<file path="src/rtl/counter_ctrl.sv">
// -----------------------------------------------------------------------------
// counter_ctrl
// Sequencer for an external N-bit up/down counter. Accepts one command at a
// time (direction, step count, optional clear), clears the counter if asked,
// issues exactly `steps` enable cycles, then pulses o_done. Every output is a
// flop; nothing combinational reaches an output from an input.
//
// Ports
//   i_clk          clock, all state changes on the rising edge
//   i_rst          synchronous active-high reset
//   i_cmd_valid    command request; accepted when o_cmd_ready is also high
//   o_cmd_ready    controller idle and able to take a command
//   i_cmd_dir      1 = count up, 0 = count down
//   i_cmd_steps    number of enable cycles to issue
//   i_cmd_clr      clear the counter before running
//   i_abort        terminate the active command (SETUP/RUN only)
//   i_hold         pause request while running (CTRL_HOLD_EN builds only)
//   i_Q            counter value fed back from the counter
//   o_en           counter enable
//   o_up_down      counter direction
//   o_rst          counter clear
//   o_busy         command in progress
//   o_done         one-cycle completion pulse
//   o_aborted      qualifies o_done: command ended by abort
//   o_wrap         one-cycle pulse after the counter wrapped
//   o_steps_left   enable cycles still to be issued
//
// Build option
//   CTRL_HOLD_EN   defined: i_hold pauses RUN. Undefined: i_hold is ignored.
// -----------------------------------------------------------------------------
// state | meaning
// IDLE  | ready for a command
// SETUP | one cycle: direction/clear presented to the counter, no enable
// RUN   | one enable per cycle until the step count reaches zero
// DONE  | one cycle: o_done pulse, then back to IDLE
// -----------------------------------------------------------------------------
module counter_ctrl #(
  parameter int N = 3,
  parameter int S = 8
) (
  input  logic         i_clk,
  input  logic         i_rst,
  input  logic         i_cmd_valid,
  output logic         o_cmd_ready,
  input  logic         i_cmd_dir,
  input  logic [S-1:0] i_cmd_steps,
  input  logic         i_cmd_clr,
  input  logic         i_abort,
  input  logic         i_hold,
  input  logic [N-1:0] i_Q,
  output logic         o_en,
  output logic         o_up_down,
  output logic         o_rst,
  output logic         o_busy,
  output logic         o_done,
  output logic         o_aborted,
  output logic         o_wrap,
  output logic [S-1:0] o_steps_left
);

  typedef enum logic [1:0] {
    ST_IDLE  = 2'd0,
    ST_SETUP = 2'd1,
    ST_RUN   = 2'd2,
    ST_DONE  = 2'd3
  } state_t;

  state_t r_state;
  logic   r_ready, r_busy, r_en, r_up_down, r_rst, r_done, r_aborted, r_wrap;
  logic [S-1:0] r_steps_left;

  state_t w_state_nxt;
  logic   w_ready_nxt, w_busy_nxt, w_en_nxt, w_ud_nxt, w_rst_nxt;
  logic   w_done_nxt, w_aborted_nxt, w_wrap_nxt;
  logic [S-1:0] w_left_nxt;
  logic [S-1:0] w_left_dec;
  logic   w_run_en;

`ifdef CTRL_HOLD_EN
  assign w_run_en = ~i_hold;
`else
  logic w_hold_unused;
  assign w_hold_unused = i_hold;
  assign w_run_en      = 1'b1;
`endif

  // The enable that is active during this cycle is counted on this edge,
  // whether or not the command ends here.
  assign w_left_dec = r_steps_left - {{(S-1){1'b0}}, r_en};

  assign w_wrap_nxt = r_en & (r_up_down ? (i_Q == {N{1'b1}}) : (i_Q == {N{1'b0}}));

  always_comb begin
    w_state_nxt   = r_state;
    w_ready_nxt   = r_ready;
    w_busy_nxt    = r_busy;
    w_en_nxt      = 1'b0;
    w_ud_nxt      = r_up_down;
    w_rst_nxt     = 1'b0;
    w_done_nxt    = 1'b0;
    w_aborted_nxt = 1'b0;
    w_left_nxt    = r_steps_left;

    unique case (r_state)
      ST_IDLE: begin
        if (i_cmd_valid) begin
          w_state_nxt = ST_SETUP;
          w_ready_nxt = 1'b0;
          w_busy_nxt  = 1'b1;
          w_ud_nxt    = i_cmd_dir;
          w_rst_nxt   = i_cmd_clr;
          w_left_nxt  = i_cmd_steps;
        end
      end

      ST_SETUP: begin
        if ((r_steps_left == '0) || i_abort) begin
          // A zero-step command finishes normally even if abort is also seen.
          w_state_nxt   = ST_DONE;
          w_done_nxt    = 1'b1;
          w_aborted_nxt = (r_steps_left != '0);
        end else begin
          w_state_nxt = ST_RUN;
          w_en_nxt    = 1'b1;
        end
      end

      ST_RUN: begin
        w_left_nxt = w_left_dec;
        if (w_left_dec == '0) begin
          w_state_nxt = ST_DONE;
          w_done_nxt  = 1'b1;
        end else if (i_abort) begin
          w_state_nxt   = ST_DONE;
          w_done_nxt    = 1'b1;
          w_aborted_nxt = 1'b1;
        end else begin
          w_en_nxt = w_run_en;
        end
      end

      ST_DONE: begin
        w_state_nxt = ST_IDLE;
        w_ready_nxt = 1'b1;
        w_busy_nxt  = 1'b0;
      end

      default: begin
        w_state_nxt = ST_IDLE;
        w_ready_nxt = 1'b1;
        w_busy_nxt  = 1'b0;
      end
    endcase
  end

  always_ff @(posedge i_clk) begin
    if (i_rst) begin
      r_state      <= ST_IDLE;
      r_ready      <= 1'b1;
      r_busy       <= 1'b0;
      r_en         <= 1'b0;
      r_up_down    <= 1'b1;
      r_rst        <= 1'b0;
      r_done       <= 1'b0;
      r_aborted    <= 1'b0;
      r_wrap       <= 1'b0;
      r_steps_left <= '0;
    end else begin
      r_state      <= w_state_nxt;
      r_ready      <= w_ready_nxt;
      r_busy       <= w_busy_nxt;
      r_en         <= w_en_nxt;
      r_up_down    <= w_ud_nxt;
      r_rst        <= w_rst_nxt;
      r_done       <= w_done_nxt;
      r_aborted    <= w_aborted_nxt;
      r_wrap       <= w_wrap_nxt;
      r_steps_left <= w_left_nxt;
    end
  end

  assign o_cmd_ready  = r_ready;
  assign o_busy       = r_busy;
  assign o_en         = r_en;
  assign o_up_down    = r_up_down;
  assign o_rst        = r_rst;
  assign o_done       = r_done;
  assign o_aborted    = r_aborted;
  assign o_wrap       = r_wrap;
  assign o_steps_left = r_steps_left;

endmodule

</file>
<file path="config.mk">
export PLATFORM = sky130hd
export DESIGN_NAME = counter_ctrl
export DESIGN_NICKNAME = d
export VERILOG_FILES = /design/src/rtl/counter_ctrl.sv
export SDC_FILE = /design/constraint.sdc
export NUM_CORES = 1
export LEC_CHECK = 0
export CAP_MARGIN = 10
export CORE_ASPECT_RATIO = 1.75
export CORE_MARGIN = 1
export CORE_UTILIZATION = 35
export DETAILED_ROUTE_END_ITERATION = 8
export PLACE_DENSITY = 0.62
export SETUP_SLACK_MARGIN = 0.15
export SYNTH_ARGS = -nofsm -noshare
export SYNTH_HDL_FRONTEND = slang
export SYNTH_SLANG_ARGS = --single-unit
</file>
<file path="constraint.sdc">
create_clock -name i_clk -period 2.7 [get_ports i_clk]
set_input_delay 0.405 -clock i_clk [delete_from_list [all_inputs] [get_ports i_clk]]
set_output_delay 0.405 -clock i_clk [all_outputs]
set_load 0.01 [all_outputs]
</file>
==> impl_results.md <==
* Status: finished, final reports clean
* First drt pass iteration count at 4
* CP Launch Type: flip-flop
* Number of enable flip-flop cells after synthesis at 0
* Vias in the first global route at 1,005
* Skew-Pair Late Insertion Delay at 0.25 ns
* Final std cells w/o fill at 183
* Cts hold-fix bufs at 0
* Final hold vios at 0
* Area delta synth->final at 37.41%
* Min-Delay Path Depth at 2
* Pin slew with the least headroom to its limit at 0.6434 ns
* Mapped Cells at 124
* Max Cap Viol at 0
* Seq/Total Area, Yosys at 0.3453
* Gate power share at 0.510
* Fmax at 442.7 MHz
* Global-route wire length before repair at 4229 µm
* Critical path fanouts, max at 4
* Clock root buffer: clkbuf_8
* Placed Cells at 179
* Num CTS Buffers at 3
* Synthesized area at 0.001044 mm²
* Crit path DAT at 2.44 ns
* Period utilization at 0.8366
* Total wire length at 2581 µm
* Pleak at 0.5469 nW
* Sink count of the clock tree at 18
* Crit Path Class: reg -> reg
* Async SR Flop Fraction at 0
* GRT Overall Usage at 0.1706
* Flop pwr share at 0.322
* Worst path most repeated cell: ha_1
* RD Place Congestion at 0.7534
* Site Rows at 25
* Initial antenna violation count at 0
* Pint at 787.3 µW
* Antenna cell count at 0
* WL/cell at 14.10 µm
* Final antenna-violating net count at 0
* Req. time, crit path at 2.89 ns
* Synthesized area per cell at 8.415 µm²
* Core area at 0.002753 mm²
* Setup TNS at 0 ns
* Crit path max-delay family: simple AND/OR/NAND/NOR gates
* Tmin final at 2.259 ns
* Dpl hpwl at 1944 µm
* Starting Density at 0.3791
* IO Pins at 34
* HP Start: o_busy
* Critical R2R Capture: r_state[0]
* Top cells by area, synth: dfxtp_1, ha_1, nor2_1
* Fillers at 267
* Final setup fails at 0
* CP Cell Sequence: inv_1 > ha_1 > ha_1 > or3b_4 > or4_4 > nand4_2 > and3_1 > mux2i_1
* CP endpoint kind: flip-flop
* Hold path endpoint: o_busy
* CTS max path bufs at 2
* Yosys top cell area share at 0.3453
* Ys flop type: dfxtp_1
* Die area at 0.003212 mm²
* Biggest cell delay along the critical path at 0.44 ns
* Reg-to-Reg Start: o_steps_left[0]
* Clock skew at 0.0009963 ns
* Yosys reg bits at 18
* Crit-path slowest cell: or4_4
* Psw at 543.5 µW
* Clk pwr share at 0.168
* DRT iter0 DRCs at 15
* Drt drc at 0
* Largest net degree at the start of global routing at 18
* Final Max Tran Viols at 0
* Final nets at 181
* Cell area power density at 928.1 mW/mm²
* Buf/Inv on CP at 1
* Gr ovfl total at 0
* Slew HR at 0.5697
* Sw frac at 0.4084
* Distinct cells, synth at 40
* Via count at 1,045
* Hold/Removal Path Class: reg -> reg
* Worst R2R Path Depth at 8
* Util after Layout at 0.5209
* Worst IR Drop VDD at 0.4768 mV
* Die Y at 74.23 µm
* Cell type with the largest total area after synthesis: dfxtp_1
* TritonCTS clock tree: built
* Syn nets at 148
* Die width at 43.28 µm
* YS warnings at 0
* CTS HTree Levels at 1
* Setup slack, reg-to-reg at 0.44 ns
* Unrepaired setup endpoints after global routing: false
* Vias per inst at 5.710
* Worst-path clk slew at 0.07 ns
* Buffers on Ports at 32
* Buffer count from post-CTS setup fixing at 0
* Post_cts resized at 0
* Fraction of layout instances using a drive strength above 1 at 0.06410
[power groups by stage]
| stage | logic, mW | registers, mW | clock network [mW] |
|---|---|---|---|
| final | 0.678 | 0.429 | 0.224 |
| after global routing | 0.759 | 0.440 | 0.239 |
| after CTS | 0.680 | 0.429 | 0.227 |
| after detailed placement | 0.678 | 0.435 | 0 |
| after global placement | 0.669 | 0.431 | 0 |
| after floorplan | 0.434 | 0.439 | 0 |
[kinds of logic (layout without fill, tap and decap cells)]
family,after synthesis,count (layout),share of synthesized area
AOI/OAI and AO/OA,35,35,0.2290
buffers and inverters,12,44,0.05036
and+or+nand+nor,48,48,0.2578
xor gates and xnor gates,2,2,0.01679
muxes,3,3,0.02878
adders and majority gates,6,6,0.07194
DFF,18,18,0.3453
[cell type report]
class,count,area [µm²],area share
tap,27,33.78,0.02356
sequential,18,360.3,0.2513
timing repair buffer,33,327.8,0.2286
clock buffer,4,55.05,0.03839
multi-input combinational,94,630.6,0.4398
inverter,7,26.28,0.01832
[cell usage after synthesis, drive strengths merged (2+ instances only)]
| cell | count |
|---|---|
| nand2b | 4 |
| nor3b | 2 |
| nor3 | 4 |
| nor2 | 14 |
| o21a | 2 |
| nand2 | 9 |
| mux2i | 3 |
| nand4 | 3 |
| and3 | 3 |
| dfxtp | 18 |
| o31ai | 2 |
| ha | 6 |
| nand3 | 2 |
| o21ai | 6 |
| a21oi | 9 |
| a22oi | 3 |
| clkbuf | 4 |
| a211oi | 4 |
| inv | 7 |
[metal layers]
metal | track usage | vias to the layer above | routed length, µm
li1 | - | 519 | -
met1 | 0.1811 | 496 | 1000
met2 | 0.3217 | 26 | 1448
met3 | 0.02670 | 4 | 97
met4 | 0.07407 | 0 | 36
met5 | 0 | - | 0
[worst register-to-register path, delay by kind of cell, from the launching register on]
| family | cells | cell delay (ns) |
|---|---|---|
| mux | 1 | 0.18 |
| fa+ha+maj | 2 | 0.42 |
| simple gates | 4 | 1.21 |
| buf+inv | 1 | 0.06 |
| flops | 1 | 0.34 |
[state kept, by name, summed over array words and instances, names as in the netlist]
| name | flops |
|---|---|
| o_aborted | 1 |
| o_busy | 1 |
| o_cmd_ready | 1 |
| o_done | 1 |
| o_en | 1 |
| o_rst | 1 |
| o_steps_left | 8 |
| o_up_down | 1 |
| o_wrap | 1 |
| r_state | 2 |
[stage by stage]
step | area (µm²) | total power, mW | hold WS, ns | setup slack, ns
after detailed placement | 1379 | 1.112 | 0.4931 | 0.4649
after global routing | 1434 | 1.438 | 0.5510 | 0.2949
final | 1434 | 1.331 | 0.5056 | 0.4412
after CTS | 1434 | 1.336 | 0.5120 | 0.4440
after global placement | 1379 | 1.100 | 0.4689 | 0.5093
after floorplan | 1044 | 0.8732 | 0.4843 | 0.6053
[worst max-delay path by stage]
stage	from	endpoint	slack [ns]	cells after the start
after floorplan	o_en	r_state[0]	0.61	7
final	o_steps_left[0]	r_state[0]	0.44	8
after CTS	o_steps_left[0]	r_state[0]	0.44	8
after global routing	r_state[0]	o_steps_left[2]	0.29	8
after detailed placement	o_steps_left[0]	r_state[0]	0.46	8
after global placement	o_steps_left[0]	r_state[0]	0.51	8
[cell usage in the layout, fill, tap and decap left out, types with 2 or more instances in the layout]
| cell | count |
|---|---|
| a211oi_1 | 4 |
| dfxtp_1 | 18 |
| a22oi_1 | 3 |
| clkdlybuf4s50_1 | 32 |
| nand3_1 | 2 |
| o21ai_0 | 6 |
| nand4_1 | 2 |
| a21oi_1 | 9 |
| clkbuf_8 | 4 |
| o21a_1 | 2 |
| ha_1 | 6 |
| mux2i_1 | 3 |
| nor3_1 | 4 |
| and3_1 | 3 |
| nor2_1 | 14 |
| nand2b_1 | 4 |
| nand2_1 | 9 |
| nor3b_1 | 2 |
| inv_1 | 7 |
Power figures use the tool's default switching activity.
